File: src/rtl/subtree_child_sequencer.sv
// -----------------------------------------------------------------------------
// subtree_child_sequencer
//
// Runs the NUM_CHILD leaf children of one subtree node strictly one at a time,
// in ascending index order, skipping any child whose bit is set in the mask
// captured when the run starts. Each selected child gets a one-cycle start
// strobe; the sequencer then waits for that child's done strobe before moving
// on. A one-cycle done_o pulse tells the parent node that the run is finished.
//
// Optional feature (compile-time macro SCHED_TIMEOUT_EN):
//   A per-child WAIT counter aborts the run after TIMEOUT_CYCLES silent
//   cycles, raises the sticky err_o and still pulses done_o. Without the macro
//   there is no counter, WAIT lasts until the done arrives and err_o is 0.
//
// Ports
//   clk            in   1          rising-edge clock
//   rst            in   1          synchronous, active-high reset
//   start_i        in   1          run request, only looked at in IDLE
//   skip_mask_i    in   NUM_CHILD  1 = skip that child; captured on accept
//   child_start_o  out  NUM_CHILD  one-hot, one-cycle start strobe
//   child_done_i   in   NUM_CHILD  per-child completion strobe
//   cur_idx_o      out  IDX_W      index of the active (or last) child
//   busy_o         out  1          run in progress (ISSUE/WAIT)
//   done_o         out  1          one-cycle run-finished pulse
//   err_o          out  1          sticky timeout flag
// -----------------------------------------------------------------------------
module subtree_child_sequencer #(
    parameter int NUM_CHILD      = 5,
    parameter int IDX_W          = $clog2(NUM_CHILD),
    parameter int TIMEOUT_CYCLES = 1024
) (
    input  logic                 clk,
    input  logic                 rst,
    input  logic                 start_i,
    input  logic [NUM_CHILD-1:0] skip_mask_i,
    output logic [NUM_CHILD-1:0] child_start_o,
    input  logic [NUM_CHILD-1:0] child_done_i,
    output logic [IDX_W-1:0]     cur_idx_o,
    output logic                 busy_o,
    output logic                 done_o,
    output logic                 err_o
);

    if (NUM_CHILD < 2 || NUM_CHILD > 16) begin : g_bad_num_child
        $error("NUM_CHILD must lie in 2..16");
    end
    if (TIMEOUT_CYCLES < 1) begin : g_bad_timeout
        $error("TIMEOUT_CYCLES must be at least 1");
    end

    typedef enum logic [1:0] {
        S_IDLE  = 2'd0,
        S_ISSUE = 2'd1,
        S_WAIT  = 2'd2,
        S_DONE  = 2'd3
    } state_t;

    state_t               state_q, state_d;
    logic [NUM_CHILD-1:0] mask_q, mask_d;
    logic [IDX_W-1:0]     idx_q, idx_d;
    logic [IDX_W:0]       scan;          // {found, index}
    logic                 done_active;
    logic                 timeout_hit;

    // Lowest unmasked index >= from. The scan stops at NUM_CHILD-1 and never
    // wraps, so asking from NUM_CHILD simply reports "none found".
    function automatic logic [IDX_W:0] find_next(input logic [NUM_CHILD-1:0] mask,
                                                 input int                   from);
        logic [IDX_W:0] res;
        res = '0;
        for (int i = NUM_CHILD - 1; i >= 0; i--) begin
            if (i >= from && !mask[i]) begin
                res = {1'b1, IDX_W'(i)};
            end
        end
        return res;
    endfunction

    // Only the active child's done counts; strays from other children are ignored.
    assign done_active = child_done_i[idx_q];

`ifdef SCHED_TIMEOUT_EN
    localparam int CNT_W = $clog2(TIMEOUT_CYCLES + 1);

    logic [CNT_W-1:0] cnt_q, cnt_d;
    logic             err_q, err_d;

    // cnt_q is 0 in the first WAIT cycle, so the limit is reached in the
    // TIMEOUT_CYCLES-th WAIT cycle.
    assign timeout_hit = (cnt_q == CNT_W'(TIMEOUT_CYCLES - 1));

    always_comb begin
        cnt_d = cnt_q;
        err_d = err_q;
        if (state_q == S_IDLE && start_i) begin
            err_d = 1'b0;
        end
        if (state_q == S_ISSUE) begin
            cnt_d = '0;
        end else if (state_q == S_WAIT) begin
            cnt_d = cnt_q + 1'b1;
            // A done in the same cycle as the timeout wins: no error.
            if (!done_active && timeout_hit) begin
                err_d = 1'b1;
            end
        end
    end

    always_ff @(posedge clk) begin
        if (rst) begin
            cnt_q <= '0;
            err_q <= 1'b0;
        end else begin
            cnt_q <= cnt_d;
            err_q <= err_d;
        end
    end

    assign err_o = err_q;
`else
    assign timeout_hit = 1'b0;
    assign err_o       = 1'b0;
`endif

    always_comb begin
        state_d = state_q;
        mask_d  = mask_q;
        idx_d   = idx_q;
        scan    = '0;
        unique case (state_q)
            S_IDLE: begin
                if (start_i) begin
                    mask_d = skip_mask_i;
                    scan   = find_next(skip_mask_i, 0);
                    if (scan[IDX_W]) begin
                        idx_d   = scan[IDX_W-1:0];
                        state_d = S_ISSUE;
                    end else begin
                        // Everything skipped: cur_idx_o keeps its old value.
                        state_d = S_DONE;
                    end
                end
            end
            S_ISSUE: begin
                state_d = S_WAIT;
            end
            S_WAIT: begin
                if (done_active) begin
                    scan = find_next(mask_q, int'(idx_q) + 1);
                    if (scan[IDX_W]) begin
                        idx_d   = scan[IDX_W-1:0];
                        state_d = S_ISSUE;
                    end else begin
                        state_d = S_DONE;
                    end
                end else if (timeout_hit) begin
                    // Remaining children are abandoned.
                    state_d = S_DONE;
                end
            end
            S_DONE: begin
                state_d = S_IDLE;
            end
            default: begin
                state_d = S_IDLE;
            end
        endcase
    end

    always_ff @(posedge clk) begin
        if (rst) begin
            state_q <= S_IDLE;
            mask_q  <= '0;
            idx_q   <= '0;
        end else begin
            state_q <= state_d;
            mask_q  <= mask_d;
            idx_q   <= idx_d;
        end
    end

    // Outputs decode registered state only.
    assign child_start_o = (state_q == S_ISSUE)
                         ? ({{(NUM_CHILD-1){1'b0}}, 1'b1} << idx_q)
                         : '0;
    assign cur_idx_o     = idx_q;
    assign busy_o        = (state_q == S_ISSUE) || (state_q == S_WAIT);
    assign done_o        = (state_q == S_DONE);

endmodule

File: config.mk
export PLATFORM = sky130hd
export DESIGN_NAME = subtree_child_sequencer
export DESIGN_NICKNAME = d
export VERILOG_FILES = /design/src/rtl/subtree_child_sequencer.sv
export SDC_FILE = /design/constraint.sdc
export NUM_CORES = 1
export LEC_CHECK = 0
export ABC_CLOCK_PERIOD_IN_PS = 4400
export CAP_MARGIN = 20
export CORE_UTILIZATION = 45
export DETAILED_ROUTE_END_ITERATION = 12
export GPL_ROUTABILITY_DRIVEN = 0
export MAX_ROUTING_LAYER = met4
export PLACE_DENSITY = 0.81
export SLEW_MARGIN = 30
export SYNTH_ARGS = -nofsm -noshare
export SYNTH_HDL_FRONTEND = slang
export SYNTH_SLANG_ARGS = --single-unit
File: constraint.sdc
create_clock -name clk -period 4.4 [get_ports clk]
set_clock_uncertainty 0.2 [all_clocks]
set_input_delay 0.88 -clock clk [delete_from_list [all_inputs] [get_ports clk]]
set_output_delay 0.88 -clock clk [all_outputs]
set_load 0.03 [all_outputs]
==> run_results.csv <==
group,metric,value,unit
sta,timing.final.setup_violations,0,
worst_setup_path,timing.critical_path.mode_cell,"sky130_fd_sc_hd__ha_1",
synth,synthesis.yosys.warnings,0,
final_layout,antenna_cells,0,
synth,synth_enable_flop_cells,0,
pwr,worst_ir_drop_vdd,0.000308,V
die,die-width,44.6,um
sta,unrepaired_setup_endpoints_after_global_routing,"false",
clock_network,post_cts_resized,0,
sta,timing_max_transition_violations_final,0,
synth,synth_seq_cells,10,
worst_setup_path,setup.worst_path.end_class,"output port",
sta,period_minus_slack,3.07,ns
clock_network,cts_hold_repair.buffers,0,
worst_setup_path,slowest_stage,"sky130_fd_sc_hd__clkdlybuf4s50_1",
drt,antenna_violating_nets_post_route,0,
grt,grt_util_all_layers,0.216,
sta,totalNegativeSetupSlack,0,ns
worst_setup_path,worstPathCellList,"ha_1 > ha_1 > and2_1 > clkdlybuf4s50_1",
worst_setup_path,critPathArrivalTime,1.99,ns
worst_setup_path,worst_r2r_endpoint,"cur_idx_o[2]",
hold_path,tightest_hold_check_type,"flip-flop to flip-flop",
worst_setup_path,worst_path_largest_cell_delay,0.66,ns
drt,detailedRoute.firstPassIterationCount,4,
die,dieArea,1990,um^2
worst_setup_path,setup.reg_to_reg.worst_slack,2.07,ns
worst_setup_path,cp_top_family,"buffers and inverters",
clock_network,insertion_delay,0.27,ns
synth,yosys-top-cells-area,"sky130_fd_sc_hd__dfxtp_1 (24%), sky130_fd_sc_hd__ha_1 (17%), sky130_fd_sc_hd__mux2i_1 (6.1%)",
synth,synth_area_leader_cell,"sky130_fd_sc_hd__dfxtp_1",
clock_network,post_cts.repair.setup_buffers,0,
drt,post_drt_wl_per_cell,12.4,um
synth,synthDistinctLibCells,33,
clock_network,path_clk_slew,0.06,ns
grt,global_route_wire_length_before_repair,3080,um
die,core_area,1710,um^2
synth,syn-mean-instance-area,8.18,um^2
worst_setup_path,worst_r2r_src,"cur_idx_o[0]",
final_layout,fin_nets,147,
place,place.port_buffers,22,
sta,fin_worst_hold_slack,0.254,ns
worst_setup_path,worst_r2r_path_depth,7,
drt,detailedRoute.firstIterationViolations,17,
sta,maxClockFrequency,326,MHz
clock_network,cts_buffers,3,
sta,layout_worst_path_cycle_share,0.698,
clock_network,clk_root_buffer_cell,"sky130_fd_sc_hd__clkbuf_4",
die,rows,15,
hold_path,hold_path_end,"mask_q[1]",
place,hpwl,1460,um
hold_path,holdCritStartpoint,"mask_q[1]",
worst_setup_path,start_kind,"flip-flop",
die,start_util,0.479,
synth,synth.cell_area,818,um^2
clock_network,clock_sinks,10,
grt,grt_max_degree,13,
synth,yosys_most_used_dff,"sky130_fd_sc_hd__dfxtp_1",
final_layout,flow.area_growth_from_synthesis,31.2,%
pwr,powerDensity,529,nW/um^2
die,die_height,44.6,um
drt,vias,798,
job,maxCapViolations,0,
clock_network,max-clock-path-buffers,2,
clock_network,tritoncts_clock_tree,"done",
grt,grt_antenna_before_repair,0,
synth,synthesis.nets,124,
run_status,run_status,"complete, no violations",
worst_setup_path,critical_path_cell_count,4,
clock_network,ctsHtreeMaxLevel,1,
worst_setup_path,critPathMaxFanout,10,
synth,post_syn_instances,100,
final_layout,drive_gt1_frac,0.0331,
synth,synth_top_area_share,0.245,
drt,remaining_drc_errors,0,
die,ioPinCount,24,
worst_setup_path,crit_path_required_time,3.32,ns
grt,global_route.overflow_total,0,
pwr,static_leakage,0.428,nW
synth,synthArstFlopShare,0,
sta,report.final.hold_viol_count,0,
worst_setup_path,timing.critical_path.buf_inv,1,
drt,viasPerCell,5.47,
worst_setup_path,crit_type,"flip-flop to output port",
grt,grt_pass1_vias,757,
synth,synth_sequential_area_ratio,0.245,
hold_path,holdPathStages,2,
drt,totalWireLength,1810,um
cells in the final DEF (no fill, tap or decap), types with 2 or more instances in the layout:
master / synthesis / final
sky130_fd_sc_hd__nor3_1: 3 / 3
sky130_fd_sc_hd__a21oi_1: 6 / 6
sky130_fd_sc_hd__nand2b_1: 4 / 4
sky130_fd_sc_hd__nor2b_1: 2 / 2
sky130_fd_sc_hd__o21bai_1: 3 / 3
sky130_fd_sc_hd__o21ai_0: 2 / 2
sky130_fd_sc_hd__clkdlybuf4s50_1: 0 / 22
sky130_fd_sc_hd__clkbuf_4: 0 / 3
sky130_fd_sc_hd__a2111oi_0: 2 / 2
sky130_fd_sc_hd__and2_1: 5 / 5
sky130_fd_sc_hd__mux2i_1: 5 / 5
sky130_fd_sc_hd__ha_1: 11 / 11
sky130_fd_sc_hd__a211oi_1: 2 / 2
sky130_fd_sc_hd__nand2_1: 9 / 9
sky130_fd_sc_hd__nand4_1: 2 / 2
sky130_fd_sc_hd__dfxtp_1: 10 / 10
sky130_fd_sc_hd__nand3_1: 8 / 8
sky130_fd_sc_hd__inv_1: 7 / 7
metrics by stage:
stage / util / area (um^2) / setup WS [ns] / cells / power (mW)
finish: 0.629 / 1070 / 1.33 / 146 / 0.568
CTS: 0.629 / 1070 / 1.32 / 146 / 0.569
global route: 0.629 / 1070 / 1.24 / 146 / 0.610
global placement: 0.615 / 1050 / 1.67 / 143 / 0.492
detailed placement: 0.615 / 1050 / 1.62 / 143 / 0.503
floorplan: - / 818 / 1.98 / 100 / 0.396
worst register-to-register path, delay by kind of cell (launching register included):
family	cells	cell delay, ns
adder cells (fa/ha/maj)	1	0.31
buffers and inverters	1	0.15
AO/OA/AOI/OAI	3	0.75
flip-flops	1	0.50
AND/OR/NAND/NOR	2	0.34
how the worst max path moves through the flow:
stage / from / end / slack [ns]
final: cur_idx_o[1] / child_start_o[3] / 1.33
after global routing: state_q[1] / child_start_o[2] / 1.24
after CTS: cur_idx_o[1] / child_start_o[3] / 1.32
after detailed placement: cur_idx_o[1] / child_start_o[3] / 1.62
after global placement: cur_idx_o[1] / child_start_o[3] / 1.67
after floorplan: cur_idx_o[1] / child_start_o[3] / 1.98
synthesized netlist by cell type, drive strengths merged, types with 2 or more instances:
cell type and instances:
clkbuf 3, mux2i 5, nand4 2, ha 11, nand2b 4, o21ai 2
o21bai 3, nor2b 2, a2111oi 2, nand3 8, a211oi 2, dfxtp 10
a21oi 6, and2 5, nor3 3, inv 7, nand2 9
registers in the layout, indices dropped and copies added (netlist names):
signal / count
cur_idx_o: 3
state_q: 2
mask_q: 5
area by class of cell:
cell class | count | area [um^2]
Fill cell | 152 | 634
Clock buffer | 3 | 22.5
Multi-Input combinational cell | 79 | 573
Timing Repair Buffer | 22 | 220
Tap cell | 25 | 31.3
Inverter | 7 | 26.3
Sequential cell | 10 | 200
per-layer routing:
metal / vias to the layer above / part of all wire / GRT usage
met5: - / 0 / -
met4: 0 / 0.017 / 0.109
met3: 5 / 0.066 / 0.0327
met2: 32 / 0.48 / 0.353
met1: 365 / 0.43 / 0.256
li1: 396 / - / -
power by group:
| group | internal (mW) | leakage [nW] | switching, mW |
|---|---|---|---|
| registers | 0.117 | 0.0821 | 0.0340 |
| logic | 0.151 | 0.332 | 0.202 |
| clock network | 0.0316 | 0.0138 | 0.0311 |
| total | 0.300 | 0.428 | 0.267 |
kinds of logic (layout without fill, tap and decap cells):
| logic type | count (synthesis) | in the layout | synth area share |
|---|---|---|---|
| other cells | 1 | 1 | 0.00458 |
| mux | 5 | 5 | 0.0612 |
| simple gates | 41 | 41 | 0.280 |
| flops | 10 | 10 | 0.245 |
| fa+ha+maj | 11 | 11 | 0.168 |
| buf+inv | 11 | 32 | 0.0551 |
| compound gates | 21 | 21 | 0.187 |
Power figures use the tool's default switching activity.
